[config.mk]
export PLATFORM = sky130hd
export DESIGN_NAME = noise_tensor_filler_flat
export DESIGN_NICKNAME = d
export VERILOG_FILES = /design/src/rtl/noise_tensor_filler_if.sv /design/src/rtl/noise_tensor_filler.sv /design/src/flat_wrapper.sv
export SDC_FILE = /design/constraint.sdc
export NUM_CORES = 1
export LEC_CHECK = 0
export CAP_MARGIN = 25
export CORE_MARGIN = 2
export CORE_UTILIZATION = 40
export CTS_CLUSTER_SIZE = 28
export DETAILED_ROUTE_END_ITERATION = 7
export GPL_TIMING_DRIVEN = 0
export PLACE_DENSITY_LB_ADDON = 0.15
export SKIP_CTS_REPAIR_TIMING = 1
export SLEW_MARGIN = 25
export SYNTH_ARGS = -nofsm -noshare
export SYNTH_HDL_FRONTEND = slang
export SYNTH_SLANG_ARGS = --single-unit
[constraint.sdc]
create_clock -name clk -period 2.8 [get_ports clk]
set_clock_uncertainty 0.05 [all_clocks]
set_input_delay 0.7 -clock clk [delete_from_list [all_inputs] [get_ports clk]]
set_output_delay 0.7 -clock clk [all_outputs]
set_load 0.1 [all_outputs]
[src/rtl/noise_tensor_filler_if.sv]
// BRAM write-port bundle between the noise filler (master) and the memory (slave).
interface noise_tensor_filler_if #(
  parameter int ADDR_WIDTH = 14,
  parameter int DATA_WIDTH = 64
);
  logic [ADDR_WIDTH-1:0] bram_addr;
  logic [DATA_WIDTH-1:0] bram_wdata;
  logic                  bram_we;
  logic                  bram_ready;

  modport master (
    output bram_addr,
    output bram_wdata,
    output bram_we,
    input  bram_ready
  );

  modport slave (
    input  bram_addr,
    input  bram_wdata,
    input  bram_we,
    output bram_ready
  );
endinterface

[src/rtl/noise_tensor_filler.sv]
// Fills a BRAM region with LFSR noise, LANES samples per word, over num_ch planes.
// Optional macro NOISE_GAUSS_EN: each lane is the sum of the four signed bytes of its LFSR.
module noise_tensor_filler #(
  parameter int          LANES      = 4,
  parameter int          LANE_WIDTH = 16,
  parameter int          DATA_WIDTH = LANES * LANE_WIDTH,
  parameter int          ADDR_WIDTH = 14,
  parameter int          CH_WIDTH   = 8,
  parameter logic [31:0] SEED       = 32'hACE1_2026
) (
  input  logic                  clk,
  input  logic                  rst_n,
  input  logic                  start,
  input  logic [2:0]            size,
  input  logic [CH_WIDTH-1:0]   num_ch,
  input  logic [ADDR_WIDTH-1:0] base_addr,
  input  logic                  seed_load,
  input  logic [31:0]           seed,
  noise_tensor_filler_if.master bram,
  output logic                  busy,
  output logic                  done,
  output logic                  err
);

  localparam logic [31:0] POLY_MASK  = 32'h8020_0003;
  localparam logic [31:0] GOLDEN     = 32'h9E37_79B9;
  localparam int          LANE_SHIFT = $clog2(LANES);
  // Product width must hold num_ch * 128*128 and the 2^ADDR_WIDTH limit without truncation.
  localparam int          PW = (CH_WIDTH + 15 > ADDR_WIDTH + 2) ? CH_WIDTH + 15 : ADDR_WIDTH + 2;
  localparam int          CW = ADDR_WIDTH + 1;

  typedef enum logic [1:0] {
    IDLE,
    RUN,
    DONE
  } state_t;

  state_t state, state_nxt;

  logic [31:0]           lfsr [LANES];
  logic [CW-1:0]         cnt;
  logic [CW-1:0]         w_q;
  logic [ADDR_WIDTH-1:0] base_q;
  logic [PW-1:0]         prod;
  logic [PW-1:0]         words;
  logic [4:0]            shamt;
  logic                  start_ok;
  logic                  accept;
  logic                  last;
  logic [DATA_WIDTH-1:0] lane_data;

  function automatic logic [31:0] lane_seed(input logic [31:0] s, input int unsigned i);
    logic [31:0] v;
    v = s ^ (32'(i) * GOLDEN);
    return (v == '0) ? 32'd1 : v;
  endfunction

  function automatic logic [31:0] lfsr_step(input logic [31:0] s);
    return s[0] ? ((s >> 1) ^ POLY_MASK) : (s >> 1);
  endfunction

`ifdef NOISE_GAUSS_EN
  function automatic logic [LANE_WIDTH-1:0] lane_value(input logic [31:0] s);
    logic signed [9:0] sum;
    sum = $signed({{2{s[7]}},  s[7:0]})   + $signed({{2{s[15]}}, s[15:8]}) +
          $signed({{2{s[23]}}, s[23:16]}) + $signed({{2{s[31]}}, s[31:24]});
    return LANE_WIDTH'(sum);
  endfunction
`else
  function automatic logic [LANE_WIDTH-1:0] lane_value(input logic [31:0] s);
    return LANE_WIDTH'(s);
  endfunction
`endif

  // side*side = 2^(4+2*size); LANES is a power of two so the divide is a shift.
  always_comb begin
    shamt    = 5'd4 + {1'b0, size, 1'b0};
    prod     = PW'(num_ch) << shamt;
    words    = prod >> LANE_SHIFT;
    start_ok = (size <= 3'd5) && (num_ch != '0) && (words <= (PW'(1) << ADDR_WIDTH));
  end

  assign accept = (state == RUN) && bram.bram_ready;
  assign last   = (cnt == w_q - CW'(1));

  always_ff @(posedge clk or negedge rst_n) begin
    if (!rst_n) state <= IDLE;
    else        state <= state_nxt;
  end

  always_comb begin
    state_nxt = state;
    case (state)
      IDLE:    if (start && start_ok) state_nxt = RUN;
      RUN:     if (accept && last)    state_nxt = DONE;
      DONE:    state_nxt = IDLE;
      default: state_nxt = IDLE;
    endcase
  end

  // Seed load precedes the fill latch in IDLE so a same-cycle start uses the new seed.
  always_ff @(posedge clk or negedge rst_n) begin
    if (!rst_n) begin
      cnt    <= '0;
      w_q    <= '0;
      base_q <= '0;
      err    <= 1'b0;
      for (int unsigned i = 0; i < LANES; i++) lfsr[i] <= lane_seed(SEED, i);
    end else begin
      err <= (state == IDLE) && start && !start_ok;
      if (state == IDLE) begin
        if (seed_load) begin
          for (int unsigned i = 0; i < LANES; i++) lfsr[i] <= lane_seed(seed, i);
        end
        if (start && start_ok) begin
          cnt    <= '0;
          w_q    <= CW'(words);
          base_q <= base_addr;
        end
      end else if (accept) begin
        cnt <= cnt + CW'(1);
        for (int unsigned i = 0; i < LANES; i++) lfsr[i] <= lfsr_step(lfsr[i]);
      end
    end
  end

  always_comb begin
    lane_data = '0;
    for (int unsigned i = 0; i < LANES; i++) begin
      lane_data[i*LANE_WIDTH +: LANE_WIDTH] = lane_value(lfsr[i]);
    end
  end

  always_comb begin
    bram.bram_we    = 1'b0;
    bram.bram_addr  = '0;
    bram.bram_wdata = '0;
    busy            = 1'b0;
    done            = 1'b0;
    case (state)
      RUN: begin
        bram.bram_we    = 1'b1;
        bram.bram_addr  = base_q + cnt[ADDR_WIDTH-1:0];
        bram.bram_wdata = lane_data;
        busy            = 1'b1;
      end
      DONE:    done = 1'b1;
      default: ;
    endcase
  end

endmodule

[src/flat_wrapper.sv]
// flat-port wrapper written by rule: the top's interface ports become plain ports
module noise_tensor_filler_flat 
#(
  parameter int          LANES      = 4,
  parameter int          LANE_WIDTH = 16,
  parameter int          DATA_WIDTH = LANES * LANE_WIDTH,
  parameter int          ADDR_WIDTH = 14,
  parameter int          CH_WIDTH   = 8,
  parameter logic [31:0] SEED       = 32'hACE1_2026
)
  (clk, rst_n, start, size, num_ch, base_addr, seed_load, seed, busy, done, err, bram_bram_addr, bram_bram_wdata, bram_bram_we, bram_bram_ready);
  noise_tensor_filler_if #(.ADDR_WIDTH(ADDR_WIDTH), .DATA_WIDTH(DATA_WIDTH)) bram_i ();
  input  logic clk;
  input  logic rst_n;
  input  logic start;
  input  logic [2:0] size;
  input  logic [CH_WIDTH-1:0] num_ch;
  input  logic [ADDR_WIDTH-1:0] base_addr;
  input  logic seed_load;
  input  logic [31:0] seed;
  output logic busy;
  output logic done;
  output logic err;
  output wire logic [$bits(bram_i.bram_addr)-1:0] bram_bram_addr;
  output wire logic [$bits(bram_i.bram_wdata)-1:0] bram_bram_wdata;
  output wire logic [$bits(bram_i.bram_we)-1:0] bram_bram_we;
  input wire logic [$bits(bram_i.bram_ready)-1:0] bram_bram_ready;
  assign bram_bram_addr = bram_i.bram_addr;
  assign bram_bram_wdata = bram_i.bram_wdata;
  assign bram_bram_we = bram_i.bram_we;
  assign bram_i.bram_ready = bram_bram_ready;
  noise_tensor_filler #(.LANES(LANES), .LANE_WIDTH(LANE_WIDTH), .DATA_WIDTH(DATA_WIDTH), .ADDR_WIDTH(ADDR_WIDTH), .CH_WIDTH(CH_WIDTH), .SEED(SEED)) u_core (.clk(clk), .rst_n(rst_n), .start(start), .size(size), .num_ch(num_ch), .base_addr(base_addr), .seed_load(seed_load), .seed(seed), .bram(bram_i), .busy(busy), .done(done), .err(err));
endmodule
Word level (Yosys, flattened, before mapping)

Index checks and enable logic that the tools add are counted.

Output and inout port bits: 82
Bits of input ports: 62
Logic and storage cells: 69
Bits in registers: 175

Bitwise gates (word level): 7
Muxes and demuxes: 21
Order comparisons: 2
Add/subtract/negate cells: 4
Eq/ne operators: 6
Reduce and logical (&&, ||, !) cells: 19
Shift operators: 1

Operators by type and width:

| operator                | number |
|---|---|
| $mux W128               | 3 |
| $mux W32                | 8 |
| $logic_not A32 Y1       | 4 |
| $mux W64                | 1 |
| $mux W15                | 3 |
| $shl A8 B5 Y23          | 1 |
| $le A21 B15 Y1 const B  | 1 |
| $not A20 Y20            | 1 |
| $not A19 Y19            | 1 |
| $not A18 Y18            | 1 |
| $not A3 Y4              | 4 |
| $add A15 B1 Y15 const B | 1 |
| $eq A15 B15 Y1          | 1 |
| $sub A15 B1 Y15 const B | 1 |
| $add A14 B14 Y14        | 1 |
| $mux W14                | 1 |
| $reduce_and A2 Y1       | 4 |
| $reduce_bool A8 Y1      | 1 |
| $logic_and A1 B1 Y1     | 7 |
| $add A3 B4 Y5 const A   | 1 |
| $mux W2                 | 2 |
| $ne A2 B2 Y1 const B    | 2 |
| $pmux W2 S2             | 1 |
| $le A3 B3 Y1 const B    | 1 |
| 7 further kinds         | 8 |

Depth between registers and ports, before layout

Gate-level depths: netlist of run 1.

Depth in word-level cells: 7
Gate-level depth with buffers: 9
Depth with buffers taken out: 8

Worst setup path before layout of run 1

OpenSTA, ideal clock, no wires.

Path type: register to output
From: register u_core.cnt[0]
To: output bram_bram_addr[8]
Data arrival time: 3805 ps
Path buffers: 0
Setup slack: -1755 ps
Data required time: 2050 ps
Stages on the path, launching flop included: 8
Cell sequence: dfrtp_1 ha_1 fa_1 a21o_1 a21oi_1 o21ai_0 and3_1 nor3_1

Word-level cells in the longest chain between the ends: 2

Ends and longest elaborated chain:

| item                   | line                       | source |
|---|---|---|
| start, declared        | noise_tensor_filler.sv:41  | `logic [CW-1:0] cnt;` |
| start signal, assigned | noise_tensor_filler.sv:121 | `cnt <= cnt + CW'(1);` |
| $add A14 B14 Y14       | noise_tensor_filler.sv:143 | `bram.bram_addr = base_q + cnt[ADDR_WIDTH-1:0];` |
| $mux W14               | noise_tensor_filler.sv:140 | `case (state)` |
| end, declared          | flat_wrapper.sv:24         | `output wire logic [$bits(bram_i.bram_addr)-1:0] bram_bram_addr;` |

No other way between the ends.

Worst setup path after layout of run 1

From: register u_core.cnt[1]
To: output bram_bram_addr[9]

The elaborated chain is that of the path after synthesis.

==> results.ini, run 1 <==
[status]
status = complete, but fails checks
failed_checks = setup timing

[clock_network]
clk_latency_ns = 0.44
path_clk_slew_ns = 0.07
clockBufferDepth = 2
tritoncts = built
htree_levels = 4
numClockSinks = 175
cts_buffers = 17
cts-root-buf = clkbuf_16

[worst_setup_path]
cp_max_fo = 4
cp-startpoint = u_core.cnt[1]
critPathLaunchType = flop
arrival_ns = 2.74
r2r_start = u_core.state[0]
crit_type = reg -> out
setup.worst_path.end_class = output pin
reg2reg_slack_ns = 0.27
critPathRequiredTime_ns = 2.05

[synth]
synth_compound_area_frac = 0.221
synth-warning-count = 0
synth_fp_nets = 1265
synth_cell_types = 79
synth_top_area_share = 0.278
synth_area_per_cell_sq_um = 8.64
synthCells = 1186
synth_top_family_by_area = compound AO/OA/AOI/OAI gates
synth_mux_area_frac = 0.0344
synthMostInstantiatedCell = nand2_1
synthAdderAreaFrac = 0.0215
ys_seq_area_frac = 0.435
synth_area_leaders = dfrtp_1, dfstp_2, o21ai_0
yosys.area_share.simple = 0.219
ys_seq_elements = 175
synth_xor_area_frac = 0.0265
synth_commonest_cells = nand2_1, o21ai_0, a21oi_1, dfrtp_1, and2_1
syn_area_sq_um = 10200
ys.flop_type = dfrtp_1
synth_top_cell_by_area = dfrtp_1
synth_enable_flop_cells = 0
synth-async-reset-ratio = 1.00

[grt]
grt_max_degree = 77
antenna_found_initial = 2
grt_overflow_total = 0
grt_usage = 0.251
grt_pass1_wl_um = 51700
grt_pass1_vias = 9066

[detailed_routing]
drc = 0
drt_first_pass_iters = 5
vias_per_cell = 5.72
drtAntennaViolNets = 0
wl_per_cell_um = 19.8
via_count = 9812
drtIter0Drc = 829
totalWireLength_um = 33900

[job]
maxCapViolations = 0

[sta]
slew_headroom = 0.351
slew_violations = 0
fmax_mhz = 287
fin_crit_ns = 3.49
setup_viol = 10
final_hold_viol_count = 0
rsz0062_at_grt = yes
finalWorstSetupSlack_ns = -0.689
post-route-period-util = 1.25
tightestPinTransition_ns = 0.970

[cells_and_area]
nets = 1450
area_growth_pct = 32.5
drive_gt1_frac = 0.233
diodes = 0

[die]
die-area_sq_um = 26900
start_util = 0.407
boundaryPins = 144
die_w_um = 164
core_sq_um = 25200
num_rows = 58
fp.dieH_um = 164

[placed_design]
port_buffers = 143
dp_hpwl_um = 24900
gp_congestion = 0.866
pre_cts_ws_ns = -1.21

[min_path]
hold_path_class = in -> async

==> cells by family after synthesis <==
kind of cell               Yosys count
and+or+nand+nor                    444
adders and majority gates           17
buffers and inverters              104
xor gates and xnor gates            31
DFF                                175
AOI/OAI and AO/OA                  386
muxes                               29
==> path summary, 6_finish.rpt <==
kind                                   endpoint  cells after the start
setup reg to reg           u_core.lane_data[20]                      6
hold / removal                    u_core.w_q[2]                      1
hold reg to reg                 u_core.lfsr[51]                      2
max in group asynchronous  u_core.lane_data[27]                      3
setup / recovery              bram_bram_addr[9]                      8
min in group clk                u_core.lfsr[51]                      2
==> per-stage QoR <==
stage	hold WS [ns]	cells	TNS, ns	area (sq um)	utilization
2_1_floorplan	0.354	1186	-1.45	10400	-
3_3_place_gp	0.410	1659	-1163.18	12200	0.486
3_5_place_dp	0.416	1661	-171.79	12300	0.488
4_1_cts	0.0978	1693	-134.40	12900	0.512
5_1_grt	0.108	1714	-5.66	13600	0.539
6_report	0.0809	1714	-4.84	13600	0.539
==> sequential cells by signal, indices dropped and copies added, names as in the netlist <==
register	count
u_core.lane_data	64
u_core.lfsr	64
u_core.cnt	15
u_core.w_q	15
u_core.base_q	14
u_core.state	2
u_core.err	1
==> metal layers <==
layer	up-vias	part of all wire	track usage
li1	4606	-	-
met5	-	0.00038	0
met1	4750	0.47	0.374
met2	398	0.44	0.371
met3	56	0.072	0.0460
met4	2	0.023	0.0722
==> cells in the final DEF, fill, tap and decap left out, drive strengths merged, types with 5 or more instances in the layout <==
cell type | synthesis | final
nand2 | 168 | 168
a211oi | 6 | 6
xnor2 | 13 | 13
o41ai | 10 | 10
nor2 | 66 | 66
or4 | 5 | 5
clkdlybuf4s50 | 0 | 57
a21oi | 137 | 137
nor3 | 19 | 19
nand4 | 8 | 8
and2 | 88 | 88
mux2i | 13 | 13
and3 | 8 | 8
nand3 | 20 | 20
nand2b | 10 | 10
clkbuf | 70 | 96
a31oi | 14 | 14
dlymetal6s2s | 0 | 5
dfrtp | 114 | 114
nand4b | 6 | 6
o21ai | 153 | 153
or3 | 6 | 6
buf | 15 | 111
xor2 | 18 | 18
nor4 | 20 | 20
mux2 | 16 | 16
dfstp | 61 | 61
ha | 16 | 16
o31ai | 16 | 16
inv | 19 | 28
a32oi | 7 | 7
==> critical path, stage by stage, from the launching register on <==
cell and delay [ns]:
dfrtp_2 0.45, ha_4 0.24, a21o_1 0.20, a21oi_4 0.18, o21ai_2 0.10, a221o_1 0.41, a21oi_2 0.23, mux2i_4 0.28
buf_12 0.20
==> layout make-up <==
type	instances	area, sq um
plain buffers	85	429
clock buffers	18	429
clock inverters	14	165
fillers	2361	11600
inverters	19	73.8
multi-input cells	907	5690
flip-flops and latches	175	4460
well taps	330	413
repair buffers	166	1920
Power of run 1 is not shown: default switching activity piles up to over one toggle a cycle in this logic, so the estimate is an artifact.
==> run 2, diff against run 1 <==
Settings changed: RECOVER_POWER set to 25.
==> run 2 against run 1 <==
Effect of this change:
- register-to-register slack is essentially flat
- die area did not move
- routed wire length is 0.21% higher
- largest cell class unchanged
- the flow finishes with violations (capacitance limit, slew limit, setup timing)
==> results.ini, run 2 (same netlist as run 1, synthesis figures left out) <==
[worst_setup_path]
critPathRequiredTime_ns = 2.05
setup.worst_path.end_class = output pin
critPathBufInv = 1
cp_top_family = compound AO/OA/AOI/OAI gates
critPathLaunchType = flop
r2r_start = u_core.state[0]
crit_type = reg -> out
r2r_cells = 6
reg2reg_slack_ns = 0.28
cp_slowest_cell = dfrtp_2
path_cells = ha_4 > a21o_1 > a21oi_4 > o21ai_2 > a221o_1 > a21oi_2 > mux2i_4 > buf_12
rr_endpoint = u_core.lfsr[85]
cp_max_fo = 4
cp_slowest_stage_delay_ns = 0.45
arrival_ns = 2.74

[sta]
finalWorstSetupSlack_ns = -0.689
rsz0062_at_grt = yes
slew_headroom = -0.538
tightestPinTransition_ns = 2.31
post-route-period-util = 1.25
fmax_mhz = 287
slew_violations = 41
final_hold_viol_count = 0
setup_viol = 86
fin_crit_ns = 3.49
worst_hold_slack_ns = 0.428

[clock_network]
clockBufferDepth = 2
cts_buffers = 17
numClockSinks = 175
tritoncts = built
htree_levels = 4
cts-root-buf = clkbuf_16
path_clk_slew_ns = 0.07
clk_latency_ns = 0.44

[die]
die_w_um = 164
core_sq_um = 25200
num_rows = 58
die-area_sq_um = 26900
boundaryPins = 144
fp.dieH_um = 164
start_util = 0.407

[status]
status = complete, but fails checks
failed_checks = capacitance limit, slew limit, setup timing

[job]
maxCapViolations = 1

[grt]
grt_overflow_total = 0
grt_pass1_wl_um = 51700
antenna_found_initial = 2
grt_pass1_vias = 9066
grt_usage = 0.251
grt_max_degree = 77

[min_path]
min_to = u_core.lfsr[51]
hold_path_class = reg -> reg
hold_depth = 2
holdCritStartpoint = u_core.lfsr[51]

[placed_design]
placedInstanceArea_sq_um = 12300
gp_congestion = 0.866
port_buffers = 143
dp_hpwl_um = 24900

[detailed_routing]
drtIter0Drc = 818
via_count = 9818
drc = 0
vias_per_cell = 5.73
totalWireLength_um = 34000
drtAntennaViolNets = 0
drt_first_pass_iters = 6
wl_per_cell_um = 19.8

[cells_and_area]
final_cell_area_sq_um = 13600
diodes = 0
nets = 1450
area_growth_pct = 32.3
final_common_cell = nand2_1
final_cell_mix = nand2_1, o21ai_0, a21oi_1
drive_gt1_frac = 0.233

-- run 2: changes by cell type in the layout (fill, tap and decap cells not counted), sizes merged --
cell | previous run | this run
buf | 111 | 110
clkbuf | 96 | 97
-- run 2: worst max-delay path by stage --
stage	from	end	slack, ns	depth (start not counted)
after floorplan	u_core.cnt[0]	bram_bram_addr[8]	-0.35	7
after global placement	rst_n	u_core.lane_data[29]	-6.53	1
after detailed placement	u_core.cnt[1]	bram_bram_addr[13]	-1.21	8
after CTS	u_core.cnt[1]	bram_bram_addr[9]	-1.70	8
after global routing	u_core.cnt[1]	bram_bram_addr[9]	-0.76	8
final	u_core.cnt[1]	bram_bram_addr[9]	-0.69	8
-- run 2: layout make-up --
cell class                 instances  area, sq um
buffer                            85          429
clock buffer                      18          429
clock inverter                    14          165
fill                            2366        11600
inverter                          19         73.8
multi-input combinational        907         5690
sequential                       175         4460
tap                              330          413
timing repair buffer             166         1890
-- run 2: layer usage --
layer / wire length, um / GRT usage / part of all wire / vias up
li1: - / - / - / 4603
met1: 16000 / 0.374 / 0.47 / 4773
met2: 14800 / 0.371 / 0.43 / 383
met3: 2390 / 0.0460 / 0.070 / 57
met4: 822 / 0.0722 / 0.024 / 2
met5: 17 / 0 / 0.00050 / -
-- run 2: worst min-delay path, stage by stage (launching register included) --
cell and delay, ns:
dfstp_2 0.37, nand2_1 0.05, o31ai_1 0.06
-- run 2: stage by stage --
| step | std cells | utilization | worst slack [ns] | TNS (ns) |
|---|---|---|---|---|
| floorplan | 1186 | - | -0.348 | -1.45 |
| global placement | 1659 | 0.486 | -6.53 | -1163.18 |
| detailed placement | 1661 | 0.488 | -1.21 | -171.79 |
| CTS | 1693 | 0.512 | -1.70 | -134.40 |
| global route | 1714 | 0.538 | -0.756 | -57.40 |
| finish | 1714 | 0.538 | -0.689 | -10.83 |
Power of run 2 is left out for the same reason.
==> run 3, diff against run 2 <==
Settings changed: GPL_ROUTABILITY_DRIVEN set to 0.
==> results of run 3 <==
No change in the layout: final DEF, timing and power equal those of run 2.
Power of run 3 is left out for the same reason.
==> variant 1: new RTL, config.mk and constraints of run 1 <==
Reset style: synchronous (`rst_n`), changed in 2 clocked blocks.
--- a/src/rtl/noise_tensor_filler.sv
+++ b/src/rtl/noise_tensor_filler.sv
@@ -83,7 +83,7 @@
   assign accept = (state == RUN) && bram.bram_ready;
   assign last   = (cnt == w_q - CW'(1));
 
-  always_ff @(posedge clk or negedge rst_n) begin
+  always_ff @(posedge clk) begin
     if (!rst_n) state <= IDLE;
     else        state <= state_nxt;
   end
@@ -99,7 +99,7 @@
   end
 
   // Seed load precedes the fill latch in IDLE so a same-cycle start uses the new seed.
-  always_ff @(posedge clk or negedge rst_n) begin
+  always_ff @(posedge clk) begin
     if (!rst_n) begin
       cnt    <= '0;
       w_q    <= '0;
Function: differs if rst_n is asserted again (counterexample within 4 cycles, from zero or initial values and one cycle with rst_n low); with rst_n held inactive, the same outputs for 4 cycles.
==> variant 1 against run 1 <==
The flow still finishes with violations (negative setup slack). Worst setup slack worse by 0.14 ns. Synthesized area shrank 9.0%. Sequential cell count unchanged. Design area is 6.2% lower. Count of clock-buffer cells in the layout is 1 lower. Routed wire length decreased by 16%. Largest cell class unchanged.
==> variant 1: results (changes against run 1) <==
The final estimated routing congestion in global placement was 0.965 (+12%). The met3 routed wirelength came out at 1650 µm (-32%). The proportion of synthesized flip-flops having asynchronous set or reset came out at 0 (-1.00). The critical path starts at u_core.cnt[0]$_SDFFE_PN0P_. The global-route met3 utilization was 0.0280 (-0.0180). The worst-case setup slack after placement is -1.40 ns (-0.189 ns). The distinct cell type count of the synthesized netlist is 60 (-24%).

The number of DRC markers after the initial detailed-route iteration is 623 (-25%). In the synthesized netlist the dominant register cell turns out to be sky130_fd_sc_hd__edfxtp_1. The flow ran to the end, but the final reports show violations. The half-perimeter wire length after placement came to 20400 µm (-18%). The final-report setup violation count is 65 (+55). The number of buffers added on ports came out at 142 (-0.70%).

Sorting the synthesized cells by area gives the leading types as sky130_fd_sc_hd__edfxtp_1 41%, sky130_fd_sc_hd__dfxtp_1 10%, sky130_fd_sc_hd__nand2_1 5.6%, sky130_fd_sc_hd__nor2_1 4.7%, sky130_fd_sc_hd__and2_1 4.6%. The count of flip-flops with a built-in enable after synthesis is 128 (+128). The arrival time of the worst setup path came out at 2.88 ns (+0.14 ns). The critical register-to-register path startpoint is u_core.w_q[0]$_SDFFE_PN0P_. The tightest hold margin was 0.450 ns (+0.369 ns). The critical path capture point is bram_bram_addr[12]. The worst register-to-register path ends at u_core.state[0]$_SDFFE_PN0P_.

The instance area at placement is 11500 µm² (-6.1%). The routed via count is 8038 (-18%). The wire length per cell is 19.4 µm (-2.0%). The slack of the critical path is -0.834 ns (-0.145 ns). The worst hold-check path type is reg -> reg. The final reports fail on negative setup slack.

The average size of a mapped cell was 9.80 µm² (+13%). The actual transition at the worst max-transition pin came out at 1.03 ns (+0.0596 ns). The placed cell count is 1411 (-15%). The number of global-route vias before repair came to 7427 (-18%). The total number of nets in the final design is 1222 (-16%). The sequential cell area fraction in the yosys report came out at 0.513 (+0.0782). The count of placed standard cells in the final layout, fillers left out is 1467 (-14%). The maximum number of pins on one net before global-route repair came to 19 (-75%). The length of routed wiring on met1 came out at 13000 µm (-18%). The overall global routing resource usage came out at 0.228 (-0.0228).
==> variant 1: cell types whose count changed after synthesis, sizes merged, moves of 29 or more <==
cell and change:
a21oi -100, dfxtp +47, dfstp -61, dfrtp -114, nor2 +51, nand2 -29
clkbuf -29, o21a +36, edfxtp +128, o21ai -130
==> variant 1: worst max-delay path, stage by stage (launching register included) <==
cell,delay (ns)
sky130_fd_sc_hd__dfxtp_4,0.37
sky130_fd_sc_hd__ha_4,0.16
sky130_fd_sc_hd__fa_2,0.35
sky130_fd_sc_hd__a21o_1,0.17
sky130_fd_sc_hd__a21o_1,0.20
sky130_fd_sc_hd__a2111oi_4,0.36
sky130_fd_sc_hd__nor3_2,0.10
sky130_fd_sc_hd__o32ai_2,0.23
sky130_fd_sc_hd__xor2_1,0.26
sky130_fd_sc_hd__nor2_4,0.07
sky130_fd_sc_hd__buf_12,0.18
==> variant 1: power breakdown <==
group | internal, µW | total (µW) | switching, µW
combinational | 602 | 1810 | 1210
sequential | 3020 | 3120 | 108
clock | 1180 | 2330 | 1140
total | 4800 | 7260 | 2460
==> variant 1: logic make-up (layout without fill, tap and decap cells) <==
group	after synthesis	in the layout	share of synthesized area
simple gates	439	439	0.224
compound gates	181	181	0.133
flops	175	175	0.513
buf+inv	64	266	0.0292
xor+xnor	45	45	0.0422
mux	30	30	0.0330
fa+ha+maj	18	18	0.0249
==> variant 1: cell type report <==
class / instances / area share
Multi-Input combinational cell: 713 / 0.380
Sequential cell: 175 / 0.376
Buffer: 52 / 0.0256
Timing Repair Buffer: 172 / 0.138
Tap cell: 313 / 0.0307
Clock inverter: 14 / 0.0114
Inverter: 11 / 0.00452
Clock buffer: 17 / 0.0334
==> variant 2: new RTL, flow settings as in run 1 <==
Made on the original files. `ADDR_WIDTH` is set to 14 in 3 places; all go to 15.
--- a/src/rtl/noise_tensor_filler_if.sv
+++ b/src/rtl/noise_tensor_filler_if.sv
@@ -1,6 +1,6 @@
 // BRAM write-port bundle between the noise filler (master) and the memory (slave).
 interface noise_tensor_filler_if #(
-  parameter int ADDR_WIDTH = 14,
+  parameter int ADDR_WIDTH = 15,
   parameter int DATA_WIDTH = 64
 );
   logic [ADDR_WIDTH-1:0] bram_addr;
--- a/src/rtl/noise_tensor_filler.sv
+++ b/src/rtl/noise_tensor_filler.sv
@@ -4,7 +4,7 @@
   parameter int          LANES      = 4,
   parameter int          LANE_WIDTH = 16,
   parameter int          DATA_WIDTH = LANES * LANE_WIDTH,
-  parameter int          ADDR_WIDTH = 14,
+  parameter int          ADDR_WIDTH = 15,
   parameter int          CH_WIDTH   = 8,
   parameter logic [31:0] SEED       = 32'hACE1_2026
 ) (
--- a/src/flat_wrapper.sv
+++ b/src/flat_wrapper.sv
@@ -4,7 +4,7 @@
   parameter int          LANES      = 4,
   parameter int          LANE_WIDTH = 16,
   parameter int          DATA_WIDTH = LANES * LANE_WIDTH,
-  parameter int          ADDR_WIDTH = 14,
+  parameter int          ADDR_WIDTH = 15,
   parameter int          CH_WIDTH   = 8,
   parameter logic [31:0] SEED       = 32'hACE1_2026
 )
Interface: changed (resized base_addr and bram_bram_addr); port bits go from 144 to 146. No check against the original RTL was run, so the function may have changed too.
==> variant 2 against run 1 <==
Sequential share of layout area is 0.17 points higher. Sequential cell count rose by 3. Worst setup slack got worse by 0.31 ns. Critical path depth grew 1. Routed wire length grew 1.4%. The flow still finishes with violations (negative setup slack). Design area rose by 1.3%. Register-to-register slack worse by 0.23 ns. Non-clock buffer count did not move. Synthesized area down 0.72%.
==> variant 2: results (changes against run 1) <==
The arrival time of the worst setup path is 3.05 ns (+0.31 ns). The wire length of the first global-routing pass is 51600 µm (-0.24%). The met2 wire length is 15300 µm (+2.5%). The final reports fail on negative setup slack. The fraction of cell area in non-clock buffers is 0.170 (-0.00331). The slack of the critical path is -1.00 ns (-0.315 ns). Yosys attributes the largest share of cell area to sky130_fd_sc_hd__dfrtp_1 29%, sky130_fd_sc_hd__dfstp_2 16%, sky130_fd_sc_hd__o21ai_0 7.1%, sky130_fd_sc_hd__a21oi_1 6.4%, sky130_fd_sc_hd__nand2_1 6.4%.

The final-report setup violation count came out at 12 (+2). The overall global routing resource usage came out at 0.252 (+0.000764). The layout multi-input combinational cell count is 903 (-0.44%). The half-perimeter wire length after placement came out at 24800 µm (-0.21%). The largest stage delay on the critical path came out at 0.47 ns (+0.02 ns).

The combined area of the multi-input logic cells was 5780 µm² (+1.6%). The final estimated routing congestion in global placement is 0.952 (+10%). The number of antenna cells inserted is 1 (+1). The number of antenna violations at the first check in global routing came out at 0 (-2). The maximum number of pins on one net before global-route repair is 84 (+9.1%). The distinct cell type count of the synthesized netlist is 68 (-14%). The count of inverters not on the clock network in the layout came out at 11 (-8). The final-layout clock-cell area share came out at 0.0457 (+0.00199). The number of global-route vias before repair came out at 8920 (-1.6%). The sequential cell area fraction in the yosys report came out at 0.445 (+0.0105). The flow ran to the end, but the final reports show violations.

The biggest fanout along the worst timing path came out at 5 (+1). The width of the chip came to 164 µm (-0.35%). The fraction of final layout cells sized beyond drive strength 1 is 0.265 (+0.0321). After detailed routing, no signal wire sits above met4.

The wire length per cell came out at 20.2 µm (+1.9%). The length of routed wiring on met1 came out at 16300 µm (+3.2%).
-- variant 2: per-stage QoR --
step                      setup TNS [ns]  setup slack (ns)  instance area (µm²)  std cells
final                              -6.60             -1.00                13800       1706
after global routing               -8.34             -1.09                13800       1705
after CTS                        -220.54             -2.01                13000       1676
after detailed placement         -207.65             -1.54                12400       1644
after global placement          -1275.88             -7.53                12300       1641
after floorplan                    -3.54            -0.825                10400       1168
-- variant 2: final timing paths --
check,from,cells past startpoint,endpoint,slack [ns]
worst min register to register,u_core.lfsr[16]$_DFFE_PN1P_,2,u_core.lfsr[16]$_DFFE_PN1P_,0.43
worst max register to register,u_core.w_q[1]$_DFFE_PN0P_,8,u_core.state[0]$_DFFE_PN0P_,0.04
worst max-delay path,u_core.cnt[1]$_DFFE_PN0P_,9,bram_bram_addr[13],-1.00
worst min-delay path,rst_n,1,u_core.w_q[12]$_DFFE_PN0P_,0.11
min in group clk,u_core.lfsr[16]$_DFFE_PN1P_,2,u_core.lfsr[16]$_DFFE_PN1P_,0.43
max in group asynchronous,rst_n,3,u_core.lane_data[5]$_DFFE_PN1P_,1.51
-- variant 2: power by group --
part	internal [µW]	total [µW]	switching, µW
sequential	2840	3060	222
clock	1300	2540	1230
combinational	721	2190	1470
-- variant 2: logic make-up after synthesis --
kind of cell               count (synthesis)  share of synthesized area
and+or+nand+nor                          456                      0.220
AOI/OAI and AO/OA                        356                      0.197
DFF                                      178                      0.445
buffers and inverters                     87                     0.0355
xor gates and xnor gates                  38                     0.0327
muxes                                     34                     0.0456
adders and majority gates                 19                     0.0241
-- variant 2: routing by layer --
| metal | GRT usage | up-vias |
|---|---|---|
| met5 | 0 | - |
| met4 | 0.0718 | 0 |
| met3 | 0.0406 | 42 |
| met2 | 0.375 | 348 |
| met1 | 0.376 | 4694 |
| li1 | - | 4508 |
